--- config.mk ---
export PLATFORM = sky130hd
export DESIGN_NAME = rider_steer_en
export DESIGN_NICKNAME = d
export VERILOG_FILES = /design/src/rtl/segway_pkg.sv /design/src/rtl/rider_steer_en_settle_tmr.sv /design/src/rtl/rider_steer_en.sv
export SDC_FILE = /design/constraint.sdc
export NUM_CORES = 1
export LEC_CHECK = 0
export CORE_MARGIN = 1
export CORE_UTILIZATION = 45
export DETAILED_ROUTE_END_ITERATION = 16
export PLACE_DENSITY = 0.67
export SKIP_LAST_GASP = 1
export SLEW_MARGIN = 20
export SYNTH_ARGS = -nofsm -noshare
export SYNTH_HDL_FRONTEND = slang
export SYNTH_SLANG_ARGS = --single-unit
--- constraint.sdc ---
create_clock -name clk -period 3.9 [get_ports clk]
set_input_delay 0.39 -clock clk [delete_from_list [all_inputs] [get_ports clk]]
set_output_delay 0.39 -clock clk [all_outputs]
set_load 0.01 [all_outputs]
--- src/rtl/segway_pkg.sv ---
// Shared types and constants for the rider / steer-enable logic.
package segway_pkg;

    localparam int unsigned LD_W  = 12;
    localparam int unsigned SUM_W = 13;

    // Rider-present threshold on lft_ld + rght_ld, and the hysteresis band around it
    localparam logic [LD_W-1:0] MIN_RIDER_WT_DEF = 12'h200;
    localparam logic [LD_W-1:0] WT_HYST_DEF      = 12'h040;

    // Settle timer width: 26 bits is ~1.34 s at 50 MHz; 8 bits keeps simulations short
    localparam int unsigned TMR_BITS_DEF = 26;
    localparam int unsigned TMR_BITS_SIM = 8;

    typedef enum logic [1:0] {
        IDLE     = 2'd0,
        WAIT     = 2'd1,
        STEER_EN = 2'd2
    } steer_state_e;

    // Unsigned magnitude of the difference between two load-cell readings
    function automatic logic [LD_W-1:0] abs_diff(input logic [LD_W-1:0] a,
                                                 input logic [LD_W-1:0] b);
        return (a >= b) ? (a - b) : (b - a);
    endfunction

endpackage

--- src/rtl/rider_steer_en_settle_tmr.sv ---
// settle_tmr: saturating up-counter used to require the rider to stand still.
//   clk, rst : clock, synchronous active-high reset
//   clr_i    : clear to zero (wins over en_i)
//   en_i     : count enable
//   full_c   : combinational, counter is all ones
//   cnt_o    : current count
module settle_tmr #(
    parameter int unsigned W = 8
) (
    input  logic         clk,
    input  logic         rst,
    input  logic         clr_i,
    input  logic         en_i,
    output logic         full_c,
    output logic [W-1:0] cnt_o
);

    logic [W-1:0] cnt_q;
    logic [W-1:0] cnt_d;

    assign full_c = &cnt_q;
    assign cnt_o  = cnt_q;

    // Saturate at all ones instead of wrapping
    always_comb begin
        cnt_d = cnt_q;
        if (clr_i) begin
            cnt_d = '0;
        end else if (en_i && !full_c) begin
            cnt_d = cnt_q + W'(1);
        end
    end

    always_ff @(posedge clk) begin
        if (rst) begin
            cnt_q <= '0;
        end else begin
            cnt_q <= cnt_d;
        end
    end

endmodule

--- src/rtl/rider_steer_en.sv ---
// rider_steer_en: decides from each load-cell pair whether a rider is present
// and balanced long enough to allow steering.
//   clk, rst  : clock, synchronous active-high reset
//   ld_vld    : strobe, lft_ld/rght_ld hold a new conversion pair
//   lft_ld    : left load cell, unsigned
//   rght_ld   : right load cell, unsigned
//   en_steer  : registered, steering enabled (state STEER_EN)
//   rider_off : registered, no rider present (state IDLE)
//   ld_sum    : latched lft_ld + rght_ld
module rider_steer_en
    import segway_pkg::*;
#(
    parameter logic [11:0] MIN_RIDER_WT = MIN_RIDER_WT_DEF,
    parameter logic [11:0] WT_HYST      = WT_HYST_DEF,
    parameter int unsigned TMR_BITS     = TMR_BITS_DEF
) (
    input  logic        clk,
    input  logic        rst,
    input  logic        ld_vld,
    input  logic [11:0] lft_ld,
    input  logic [11:0] rght_ld,
    output logic        en_steer,
    output logic        rider_off,
    output logic [12:0] ld_sum
);

    localparam logic [SUM_W-1:0] HI_THR = SUM_W'(MIN_RIDER_WT) + SUM_W'(WT_HYST);
    localparam logic [SUM_W-1:0] LO_THR = SUM_W'(MIN_RIDER_WT) - SUM_W'(WT_HYST);

    logic [SUM_W-1:0] ld_sum_q,  ld_sum_d;
    logic [LD_W-1:0]  ld_diff_q, ld_diff_d;
    steer_state_e     state_q,   state_d;
    logic             en_steer_q,  en_steer_d;
    logic             rider_off_q, rider_off_d;

    logic sum_gt_min_c;
    logic sum_lt_min_c;
    logic diff_gt_1_4_c;
    logic diff_gt_15_16_c;
    logic tmr_clr_c;
    logic tmr_en_c;
    logic tmr_full_c;
    logic [TMR_BITS-1:0] tmr_cnt;

    assign en_steer  = en_steer_q;
    assign rider_off = rider_off_q;
    assign ld_sum    = ld_sum_q;

    // Stage 1: capture sum and difference of each new pair
    always_comb begin
        ld_sum_d  = ld_sum_q;
        ld_diff_d = ld_diff_q;
        if (ld_vld) begin
            ld_sum_d  = SUM_W'(lft_ld) + SUM_W'(rght_ld);
            ld_diff_d = abs_diff(lft_ld, rght_ld);
        end
    end

    // Stage 2: threshold and balance flags
    always_comb begin
        sum_gt_min_c    = ld_sum_q > HI_THR;
        sum_lt_min_c    = ld_sum_q < LO_THR;
        diff_gt_1_4_c   = SUM_W'(ld_diff_q) > (ld_sum_q >> 2);
        diff_gt_15_16_c = SUM_W'(ld_diff_q) > (ld_sum_q - (ld_sum_q >> 4));
    end

    // Next state and registered outputs derived from it
    always_comb begin
        state_d = state_q;
        unique case (state_q)
            IDLE: begin
                if (sum_gt_min_c) state_d = WAIT;
            end
            WAIT: begin
                if (sum_lt_min_c)        state_d = IDLE;
                else if (diff_gt_1_4_c)  state_d = WAIT;
                else if (tmr_full_c)     state_d = STEER_EN;
            end
            STEER_EN: begin
                if (sum_lt_min_c)          state_d = IDLE;
                else if (diff_gt_15_16_c)  state_d = WAIT;
            end
            default: state_d = IDLE;
        endcase
        en_steer_d  = (state_d == STEER_EN);
        rider_off_d = (state_d == IDLE);
    end

    // Timer restarts on every entry to WAIT and whenever the rider shifts weight in WAIT
    assign tmr_clr_c = ((state_q != WAIT) && (state_d == WAIT)) ||
                       ((state_q == WAIT) && diff_gt_1_4_c);
    assign tmr_en_c  = (state_q == WAIT);

    settle_tmr #(
        .W (TMR_BITS)
    ) u_tmr (
        .clk    (clk),
        .rst    (rst),
        .clr_i  (tmr_clr_c),
        .en_i   (tmr_en_c),
        .full_c (tmr_full_c),
        .cnt_o  (tmr_cnt)
    );

    always_ff @(posedge clk) begin
        if (rst) begin
            ld_sum_q    <= '0;
            ld_diff_q   <= '0;
            state_q     <= IDLE;
            en_steer_q  <= 1'b0;
            rider_off_q <= 1'b1;
        end else begin
            ld_sum_q    <= ld_sum_d;
            ld_diff_q   <= ld_diff_d;
            state_q     <= state_d;
            en_steer_q  <= en_steer_d;
            rider_off_q <= rider_off_d;
        end
    end

    logic unused_ok;
    assign unused_ok = ^tmr_cnt;

endmodule
==> results.py <==
metrics = {
    "logic_synthesis": {
        "synth_fp_nets": 699,
        "syn_area_mm2": 0.00478,
        "ys_warn_count": 0,
        "synth-edff-count": 0,
        "yosysUniqueCellTypes": 64,
        "syn_area_per_cell_um2": 7.97,
        "ys_seq_area_frac": 0.226,
        "synthCells": 600,
        "async_flop_share": 0,
        "ys_seq_elements": 54,
        "ys.flop_type": "dfxtp_1",
    },
    "route": {
        "route.detailed.drc": 0,
        "viasPerCell": 5.49,
        "dr.pass1.iters": 4,
        "num_vias": 4333,
        "routed_wl_um": 11400,
        "ant_nets": 0,
        "drt_iter0_markers": 219,
        "wl_per_cell_um": 14.4,
    },
    "finish": {
        "area_growth_pct": 19.8,
        "diodes": 0,
        "post-route-util": 0.555,
        "fillers": 947,
        "drive_gt1_frac": 0.121,
        "fin_nets": 752,
    },
    "power": {
        "vdd_ir_drop_max_mv": 0.139,
        "p_per_area_mw_per_mm2": 321,
        "p_int_uw": 1140,
        "p_clk_frac": 0.170,
        "seqPwrFrac": 0.337,
        "leakagePower_uw": 0.00243,
        "p_comb_frac": 0.493,
        "swShare": 0.381,
        "p_sw_uw": 702,
    },
    "global_route": {
        "antenna_found_initial": 0,
        "grt_pass1_wl_um": 18200,
        "grt_pass1_vias": 4131,
        "grt_usage": 0.197,
        "grt_max_degree": 32,
        "overflow": 0,
    },
    "run_status": {
        "status": "finished clean",
    },
    "sta": {
        "post-route-min-period_ns": 3.79,
        "finalHoldViolations": 0,
        "slew-limit-headroom": 0.495,
        "slew_violations": 0,
        "setup-tns-final_ns": 0,
        "skew_ns": 0.00489,
        "max_freq_ghz": 0.264,
        "post-route-period-util": 0.972,
        "rsz0062_at_grt": "true",
        "setup_viol": 0,
        "worst_pin_slew_ns": 0.752,
    },
    "floorplanning": {
        "start_util": 0.463,
        "pin_count": 42,
        "core-area_mm2": 0.0103,
        "die-area_mm2": 0.0110,
        "fp-row-count": 37,
        "die_h_um": 105,
        "die_x_um": 105,
    },
    "setup_path": {
        "end_kind": "register",
        "critPathMaxFanout": 6,
        "cp.required_ns": 4.11,
        "crit_type": "reg2reg",
        "start_kind": "register",
        "cp_data_arrival_time_ns": 4.00,
    },
    "clock_tree": {
        "cts_buffer_depth": 2,
        "cts.clk_slew.worst_paths_ns": 0.10,
        "cts_made_buffers": 5,
        "cts_root_buf": "clkbuf_8",
        "clock_sinks": 54,
        "clk_latency_ns": 0.31,
        "htreeDepth": 2,
        "cts_tree": "done",
        "holdBufCountCts": 0,
    },
    "placement": {
        "hpwl_um": 8800,
        "portBuffers": 41,
        "place_congestion": 0.926,
    },
    "min_path": {
        "worst_hold_path_type": "reg2reg",
    },
    "flow_run": {
        "max_cap_violations": 0,
    },
}
[flip-flops by register name (all words and copies together), names as in the netlist]
signal,cells
u_tmr.cnt_o,26
ld_sum,13
ld_diff_q,11
state_q,2
en_steer,1
rider_off,1
[power groups by stage]
| stage | registers [µW] | logic (µW) | clock network (µW) |
|---|---|---|---|
| global placement | 629 | 783 | 0 |
| global route | 626 | 996 | 339 |
| detailed placement | 631 | 805 | 0 |
| finish | 621 | 908 | 313 |
| floorplan | 628 | 564 | 0 |
| CTS | 618 | 811 | 320 |
[Yosys cell counts (5+ instances only)]
| cell | instances | share of area |
|---|---|---|
| nor2b_1 | 10 | 0.013 |
| nand4_1 | 14 | 0.018 |
| a31oi_1 | 5 | 0.0065 |
| xor2_1 | 20 | 0.037 |
| nand2_1 | 28 | 0.022 |
| o21a_1 | 5 | 0.0078 |
| a21o_1 | 8 | 0.013 |
| dfxtp_1 | 54 | 0.23 |
| mux2i_1 | 14 | 0.029 |
| a211oi_1 | 20 | 0.031 |
| nand3_1 | 16 | 0.017 |
| nor3_1 | 17 | 0.018 |
| nor2_1 | 76 | 0.060 |
| xnor2_1 | 27 | 0.049 |
| a21oi_1 | 35 | 0.037 |
| clkbuf_1 | 15 | 0.012 |
| o21ai_0 | 21 | 0.022 |
| nand2b_1 | 8 | 0.010 |
| ha_1 | 68 | 0.18 |
| and3_1 | 5 | 0.0065 |
| and2_1 | 5 | 0.0065 |
| inv_1 | 56 | 0.044 |
[cells in the final DEF (no fill, tap or decap), types with 14 or more instances in the layout]
master           instances
clkdlybuf4s50_1         40
nor3_1                  16
mux2i_1                 14
a21oi_1                 30
buf_4                   25
xor2_1                  20
o21ai_0                 17
nor2_1                  69
xnor2_1                 27
nand4_1                 14
ha_1                    63
nand2_1                 28
nand3_1                 16
dfxtp_1                 51
inv_1                   53
a211oi_1                19
[through the flow]
step	setup WS (ns)	cell area (µm²)	power (µW)	hold slack (ns)	cells
CTS	0.00333	5510	1750	0.507	782
finish	0.110	5730	1840	0.500	789
floorplan	0.0751	4790	1190	0.464	600
detailed placement	0.0376	5420	1440	0.491	775
global placement	0.150	5420	1410	0.479	775
global route	-0.0646	5730	1960	0.517	789
[worst max-delay path: stages, from the launching register on]
cell      delay, ns
dfxtp_4        0.38
ha_4           0.23
nor2b_4        0.12
o21ai_2        0.17
a21oi_2        0.08
o21ai_1        0.13
nand2_1        0.09
a21o_1         0.17
a21oi_2        0.18
nor4bb_1       0.08
a211o_1        0.31
ha_4           0.28
o21ai_2        0.05
nand2b_1       0.08
a21oi_2        0.06
nor3_2         0.16
o211ai_1       0.14
or4_4          0.55
o211ai_4       0.17
buf_8          0.20
nor2_4         0.05
[layer usage]
metal | GRT usage | routed length [µm]
met2 | 0.339 | 5430
met3 | 0.0168 | 320
met5 | 0 | 0
met4 | 0.0614 | 185
met1 | 0.260 | 5440
[final timing paths]
path             start             end  slack, ns  cells after the start
max          ld_sum[1]  u_tmr.cnt_o[9]       0.11                     20
min          ld_sum[0]       ld_sum[0]       0.50                      2
max reg2reg  ld_sum[1]  u_tmr.cnt_o[9]       0.11                     20
min reg2reg  ld_sum[0]       ld_sum[0]       0.50                      2
[cell type report]
class | instances | area, µm² | area share
clock buffers | 5 | 68.8 | 0.0120
flip-flops and latches | 54 | 1090 | 0.190
repair buffers | 70 | 642 | 0.112
inverters | 57 | 214 | 0.0373
multi-input cells | 465 | 3540 | 0.617
clock inverters | 2 | 13.8 | 0.00240
well taps | 136 | 170 | 0.0297
[what timing repair did]
action	4_1_cts	5_1_grt
endpoints found under the setup margin	0	29
buffers inserted	0	5
gates resized for setup	0	48
[kinds of logic (layout without fill, tap and decap cells)]
family,after synthesis,in the layout,share of synthesized area
mux,16,16,0.0340
compound gates,127,127,0.182
xor+xnor,47,47,0.0860
simple gates,203,203,0.210
buf+inv,81,134,0.0677
flops,54,54,0.226
fa+ha+maj,72,72,0.195
Power figures use the tool's default switching activity.
